### config.mk
export PLATFORM = sky130hd
export DESIGN_NAME = pc_sequencer
export DESIGN_NICKNAME = d
export VERILOG_FILES = /design/src/rtl/pipe_pkg.sv /design/src/rtl/pc_sequencer_redirect_prio.sv /design/src/rtl/pc_sequencer.sv
export SDC_FILE = /design/constraint.sdc
export NUM_CORES = 1
export LEC_CHECK = 0
export CAP_MARGIN = 0
export CORE_MARGIN = 8
export CORE_UTILIZATION = 42
export CTS_CLUSTER_SIZE = 16
export DETAILED_ROUTE_END_ITERATION = 16
export PLACE_DENSITY_LB_ADDON = 0.12
export SYNTH_ARGS = -nofsm -noshare
export SYNTH_HDL_FRONTEND = slang
export SYNTH_SLANG_ARGS = --single-unit
export TNS_END_PERCENT = 20
### constraint.sdc
create_clock -name clk -period 4.2 [get_ports clk]
set_input_delay 0.84 -clock clk [delete_from_list [all_inputs] [get_ports clk]]
set_output_delay 0.84 -clock clk [all_outputs]
set_load 0.01 [all_outputs]
### src/rtl/pipe_pkg.sv
// Shared types for the fetch-side pipeline control: sequencer states,
// redirect-source codes and the sequential next-PC helper.
package pipe_pkg;

    typedef enum logic [1:0] {
        BOOT,
        RUN,
        PEND
    } state_e;

    typedef enum logic [1:0] {
        SRC_NONE,
        SRC_TRAP,
        SRC_BR,
        SRC_JMP
    } src_e;

    localparam int unsigned INSN_BYTES = 4;

    // Wraps modulo 2^32, so the last word of the address space falls through to 0.
    function automatic logic [31:0] seq_pc(input logic [31:0] pc);
        return pc + 32'(INSN_BYTES);
    endfunction

endpackage

### src/rtl/pc_sequencer_redirect_prio.sv
// Fixed-priority redirect select: trap > EX branch > ID jump.
// Purely combinational; shared by the direct and pending-capture paths.
module redirect_prio
    import pipe_pkg::*;
(
    input  logic        trap,
    input  logic [31:0] trap_vec,
    input  logic        br_taken,
    input  logic [31:0] br_target,
    input  logic        jmp,
    input  logic [31:0] jmp_target,
    output src_e        src,
    output logic [31:0] target
);

    always_comb begin
        src    = SRC_NONE;
        target = '0;
        if (trap) begin
            src    = SRC_TRAP;
            target = trap_vec;
        end else if (br_taken) begin
            src    = SRC_BR;
            target = br_target;
        end else if (jmp) begin
            src    = SRC_JMP;
            target = jmp_target;
        end
    end

endmodule

### src/rtl/pc_sequencer.sv
// Next-PC controller: boot hold, redirect priority, load-use bubbles,
// redirect buffering across memory stalls, and saturating event counters.
module pc_sequencer
    import pipe_pkg::*;
#(
    parameter logic [31:0] RESET_VECTOR = 32'h0000_0000,
    parameter int          BOOT_CYCLES  = 4,
    parameter int          CNT_W        = 16
) (
    input  logic             clk,
    input  logic             rst,
    input  logic [31:0]      pc_cur,
    input  logic             mem_busy,
    input  logic             ld_use,
    input  logic             br_taken,
    input  logic [31:0]      br_target,
    input  logic             jmp,
    input  logic [31:0]      jmp_target,
    input  logic             trap,
    input  logic [31:0]      trap_vec,
    output logic [31:0]      npc,
    output logic             pc_stop,
    output logic             stall_if_id,
    output logic             flush_if_id,
    output logic             flush_id_ex,
    output logic [CNT_W-1:0] stall_cnt,
    output logic [CNT_W-1:0] flush_cnt
);

    localparam int BOOT_W = (BOOT_CYCLES > 1) ? $clog2(BOOT_CYCLES) : 1;
    localparam logic [BOOT_W-1:0] BOOT_LAST = BOOT_W'(BOOT_CYCLES - 1);

    state_e            state_q, state_d;
    logic [BOOT_W-1:0] boot_cnt_q, boot_cnt_d;
    logic              pend_valid_q, pend_valid_d;
    logic [31:0]       pend_target_q, pend_target_d;
    logic [CNT_W-1:0]  stall_cnt_q, stall_cnt_d;
    logic [CNT_W-1:0]  flush_cnt_q, flush_cnt_d;

    src_e        sel_src;
    logic [31:0] sel_target;
    logic        stall_evt;
    logic        redirect_evt;

    function automatic logic [CNT_W-1:0] sat_inc(input logic [CNT_W-1:0] v);
        return (v == {CNT_W{1'b1}}) ? v : v + CNT_W'(1);
    endfunction

    redirect_prio u_prio (
        .trap       (trap),
        .trap_vec   (trap_vec),
        .br_taken   (br_taken),
        .br_target  (br_target),
        .jmp        (jmp),
        .jmp_target (jmp_target),
        .src        (sel_src),
        .target     (sel_target)
    );

    always_comb begin
        state_d       = state_q;
        boot_cnt_d    = boot_cnt_q;
        pend_valid_d  = pend_valid_q;
        pend_target_d = pend_target_q;
        stall_cnt_d   = stall_cnt_q;
        flush_cnt_d   = flush_cnt_q;
        npc           = pc_cur;
        pc_stop       = 1'b1;
        stall_if_id   = 1'b0;
        flush_if_id   = 1'b0;
        flush_id_ex   = 1'b0;
        stall_evt     = 1'b0;
        redirect_evt  = 1'b0;

        // Outputs stay in their safe hold values for the whole reset cycle.
        if (!rst) begin
            case (state_q)
                BOOT: begin
                    if (boot_cnt_q == BOOT_LAST) begin
                        npc     = RESET_VECTOR;
                        pc_stop = 1'b0;
                        state_d = RUN;
                    end else begin
                        boot_cnt_d = boot_cnt_q + BOOT_W'(1);
                    end
                end

                RUN: begin
                    if (mem_busy) begin
                        stall_if_id = 1'b1;
                        stall_evt   = 1'b1;
                        if (sel_src != SRC_NONE) begin
                            pend_valid_d  = 1'b1;
                            pend_target_d = sel_target;
                            state_d       = PEND;
                        end
                    end else if (sel_src == SRC_TRAP || sel_src == SRC_BR) begin
                        // Squashes the instruction in ID, so a load-use stall is moot.
                        npc          = sel_target;
                        pc_stop      = 1'b0;
                        flush_if_id  = 1'b1;
                        flush_id_ex  = 1'b1;
                        redirect_evt = 1'b1;
                    end else if (ld_use) begin
                        // A jump in ID is re-presented once the bubble clears.
                        stall_if_id = 1'b1;
                        flush_id_ex = 1'b1;
                        stall_evt   = 1'b1;
                    end else if (sel_src == SRC_JMP) begin
                        npc          = sel_target;
                        pc_stop      = 1'b0;
                        flush_if_id  = 1'b1;
                        redirect_evt = 1'b1;
                    end else begin
                        npc     = seq_pc(pc_cur);
                        pc_stop = 1'b0;
                    end
                end

                PEND: begin
                    if (!pend_valid_q) begin
                        state_d = RUN;
                    end else if (mem_busy) begin
                        stall_if_id = 1'b1;
                        stall_evt   = 1'b1;
                        if (sel_src == SRC_TRAP) begin
                            pend_target_d = sel_target;
                        end
                    end else begin
                        npc          = (sel_src == SRC_TRAP) ? sel_target : pend_target_q;
                        pc_stop      = 1'b0;
                        flush_if_id  = 1'b1;
                        flush_id_ex  = 1'b1;
                        redirect_evt = 1'b1;
                        pend_valid_d = 1'b0;
                        state_d      = RUN;
                    end
                end

                default: state_d = BOOT;
            endcase

            if (stall_evt) begin
                stall_cnt_d = sat_inc(stall_cnt_q);
            end
            if (redirect_evt) begin
                flush_cnt_d = sat_inc(flush_cnt_q);
            end
        end
    end

    always_ff @(posedge clk) begin
        if (rst) begin
            state_q       <= BOOT;
            boot_cnt_q    <= '0;
            pend_valid_q  <= 1'b0;
            pend_target_q <= '0;
            stall_cnt_q   <= '0;
            flush_cnt_q   <= '0;
        end else begin
            state_q       <= state_d;
            boot_cnt_q    <= boot_cnt_d;
            pend_valid_q  <= pend_valid_d;
            pend_target_q <= pend_target_d;
            stall_cnt_q   <= stall_cnt_d;
            flush_cnt_q   <= flush_cnt_d;
        end
    end

    assign stall_cnt = stall_cnt_q;
    assign flush_cnt = flush_cnt_q;

endmodule
==> summary.md <==
| Metric | Value |
|---|---|
| Fraction of layout cells with a size suffix above 1 | 17.5% |
| Worst R2R Path Depth | 8 |
| Std-Cell Rows | 43 |
| P_int | 1.84 mW |
| Die Footprint | 17700 sq um |
| Worst-path clk slew | 0.06 ns |
| Critical path, cell by cell | clkdlybuf4s15_1 -> nor2b_2 -> or2_4 -> ha_4 -> a21o_1 -> a22o_1 -> or3_4 -> a22oi_2 -> o221ai_2 -> dlygate4sd2_1 |
| Fin. Hold Viols | 0 |
| Largest net degree at the start of global routing | 51 |
| Worst Tran Pin Value | 0.581 ns |
| Worst Skew | 0.00762 ns |
| Crit path max fanout | 8 |
| Peak Freq | 243 MHz |
| Hold path depth | 2 |
| Avg Cell Area, Syn | 6.91 sq um |
| Worst Setup Slack, final | 0.0772 ns |
| Drt pass-1 iters | 6 |
| Pins Over Slew Limit | 0 |
| Crit start category | input port |
| H-tree Lvls | 3 |
| CTS tree | built |
| Vias | 7717 |
| R2R Path End | stall_cnt[8] |
| Combinational share of power | 48.2% |
| Post-DP HPWL | 19.9 mm |
| GRT overflow | 0 |
| Crit-path max cell delay | 0.40 ns |
| Antenna cell count | 0 |
| Area leader, netlist | dfxtp_1 |
| Tcrit/Tclk final | 98.2% |
| R2R Setup Slk | 1.76 ns |
| Total power density per cell area | 327 nW/um^2 |
| Total global-route track usage | 27.5% |
| Nets@finish | 1268 |
| Syn-to-layout area delta | 59.2% |
| Num CTS Buffers | 9 |
| Core area | 13700 sq um |
| Total Wirelength | 25.8 mm |
| Initial Util | 42.2% |
| Setup Viol. Count Final | 0 |
| Seq/Total Area, Yosys | 23.9% |
| Post-route DRC violation count | 0 |
| Post-synth EDFFs | 0 |
| VDD IR max | 0.239 mV |
| Clock network fraction of total power | 26.6% |
| I/O Pins | 203 |
| Minimum clock period | 4.12 ns |
| Vias in the first global route | 7263 |
| Fillers | 1257 |
| Synth cell types | 71 |
| Worst hold path type | reg -> reg |
| Iter 0 DRT Violations | 914 |
| Slowest library cell on the worst path | or3_4 |
| Crit path kind | in -> out |
| Dpl ws | -0.534 ns |
| Worst endpoint required time | 3.36 ns |
| Min-delay src | pend_target_q[26] |
| Hold path endpoint | pend_target_q[26] |
| Yosys reg bits | 69 |
| Buffers added on ports | 202 |
| Register share of total power | 25.2% |
| Switch share | 38.8% |
| Leakage power | 3.55 nW |
| Post-DP Area | 8810 sq um |
| Post-Syn Instances | 835 |
| Clk_lat worst skew | 0.34 ns |
| CTS Hold Bufs | 0 |
| Post-Syn Nets | 981 |
| RSZ-0062 raised after global routing | yes |
| Netlist Area Pre-Place | 5770 sq um |
| GPL Wtd Cong | 0.982 |
| First-pass GRT wire length | 39.7 mm |
| Clock Sinks | 69 |
| DIE WIDTH | 133 microns |
| Slew headroom | 60.7% |
| Yosys top cell area share | 23.9% |
| Crit end category | output pin |
| Arrival time worst endpoint | 3.28 ns |
| P_sw | 1.17 mW |
| Asr flop ratio synth | 0% |
| Outcome | completed |
| ANT nets after route | 0 |
| Highest-count cells in the layout ignoring fill and taps | clkdlybuf4s50_1 (166), buf_4 (132), nand2_1 (128) |
| Via density | 5.90 |
| Max_cap viols | 0 |
| Antenna violations before repair | 0 |
| Worst r2r src | state_q[1] |
| Leading cell type in the layout, fill and taps excluded | clkdlybuf4s50_1 |
| Clock Path Buffers | 2 |
| Die H | 133 microns |
| DR WL/cell | 19.8 microns |
| Synth Warn # | 0 |
| Area contributors post-synth | dfxtp_1 (24%), nand2_1 (8.5%), a21oi_1 (6.4%), nor2_1 (5.7%), o21ai_0 (5.3%) |
| Root Buffer | clkbuf_16 |
| Dominant synthesized flop cell | dfxtp_1 |
| Final instance area | 9190 sq um |
[how the worst max path moves through the flow]
stage / startpoint / to / slack, ns / cells past startpoint
2_1_floorplan: trap / npc[21] / -0.001 / 12
3_3_place_gp: jmp / npc[16] / -0.53 / 11
3_5_place_dp: jmp / npc[16] / -0.53 / 11
4_1_cts: jmp / npc[12] / -0.005 / 12
5_1_grt: jmp / npc[25] / -0.04 / 12
6_report: jmp / npc[21] / 0.08 / 10
[flip-flops by register name (all words and copies together), names as in the netlist]
name           count
flush_cnt         16
pend_valid_q       1
boot_cnt_q         2
stall_cnt         16
state_q            2
pend_target_q     32
[synth_stat cells (all sizes together) (4+ instances only)]
library cell  count
nand2           130
clkbuf           39
nand4            12
a2bb2oi           5
a21oi            75
ha               11
a31oi            12
nor2b             6
and4              6
nor2             88
and3             14
xor2              8
a22oi            25
o22ai             5
buf              22
o2111ai           4
a22o              5
o221ai            9
o31ai             6
inv              19
nand2b            9
o21ai            69
nor4              9
o211ai            5
or3               8
a221o             9
mux2i            21
dfxtp            69
xnor2            20
nand3            26
nor3             22
nand3b            6
[per-stage QoR]
step | power (mW) | TNS (ns) | hold WS, ns | utilization, % | std cells
finish | 3.01 | 0 | 0.454 | 67.2 | 1307
global route | 3.16 | -0.147 | 0.475 | 67.2 | 1307
CTS | 2.99 | -0.00487 | 0.455 | 67.0 | 1307
detailed placement | 2.23 | -12.48 | 0.446 | 64.5 | 1291
global placement | 2.22 | -11.41 | 0.438 | 64.5 | 1291
floorplan | 1.52 | -0.00129 | 0.432 | - | 835
[cells by family (layout without fill, tap and decap cells)]
kind of cell | after synthesis | count (layout) | synth area share (%)
AOI/OAI and AO/OA | 269 | 269 | 30.3
xor gates and xnor gates | 28 | 28 | 4.25
adders and majority gates | 11 | 11 | 2.39
buffers and inverters | 80 | 372 | 5.66
DFF | 69 | 69 | 23.9
muxes | 21 | 21 | 3.64
and+or+nand+nor | 357 | 357 | 29.8
[what timing repair did]
item / CTS / global route
pin swaps: 3 / 2
gates resized for setup: 56 / 27
endpoints found under the setup margin: 33 / 22
buffers inserted: 0 / 0
[routing by layer]
metal	GRT usage, %	part of all wire, %
met1	36.2	44
met2	43.6	45
met3	5.80	9.2
met4	9.67	2.6
met5	0	0
[final cells by class]
class,count,area (sq um),area share (%)
Tap cell,180,225,2.45
Inverter,19,71.3,0.776
Sequential cell,69,1380,15.0
Multi-Input combinational cell,686,4200,45.8
Clock inverter,6,68.8,0.749
Clock buffer,10,239,2.60
Timing Repair Buffer,337,3000,32.6
[power by group through the flow]
stage                     clock network [mW]  logic (mW)  registers, mW
after detailed placement                   0        1.46          0.770
after global routing                   0.839        1.56          0.763
after CTS                              0.807        1.43          0.756
after floorplan                            0       0.754          0.762
final                                  0.799        1.45          0.757
after global placement                     0        1.45          0.768
[critical path: cells and delay by family]
| kind | cells | cell delay, ns |
|---|---|---|
| buf+inv | 2 | 0.53 |
| simple gates | 3 | 0.84 |
| compound gates | 4 | 0.79 |
| fa+ha+maj | 1 | 0.27 |
Note: power is estimated with default switching activity, not from simulation.
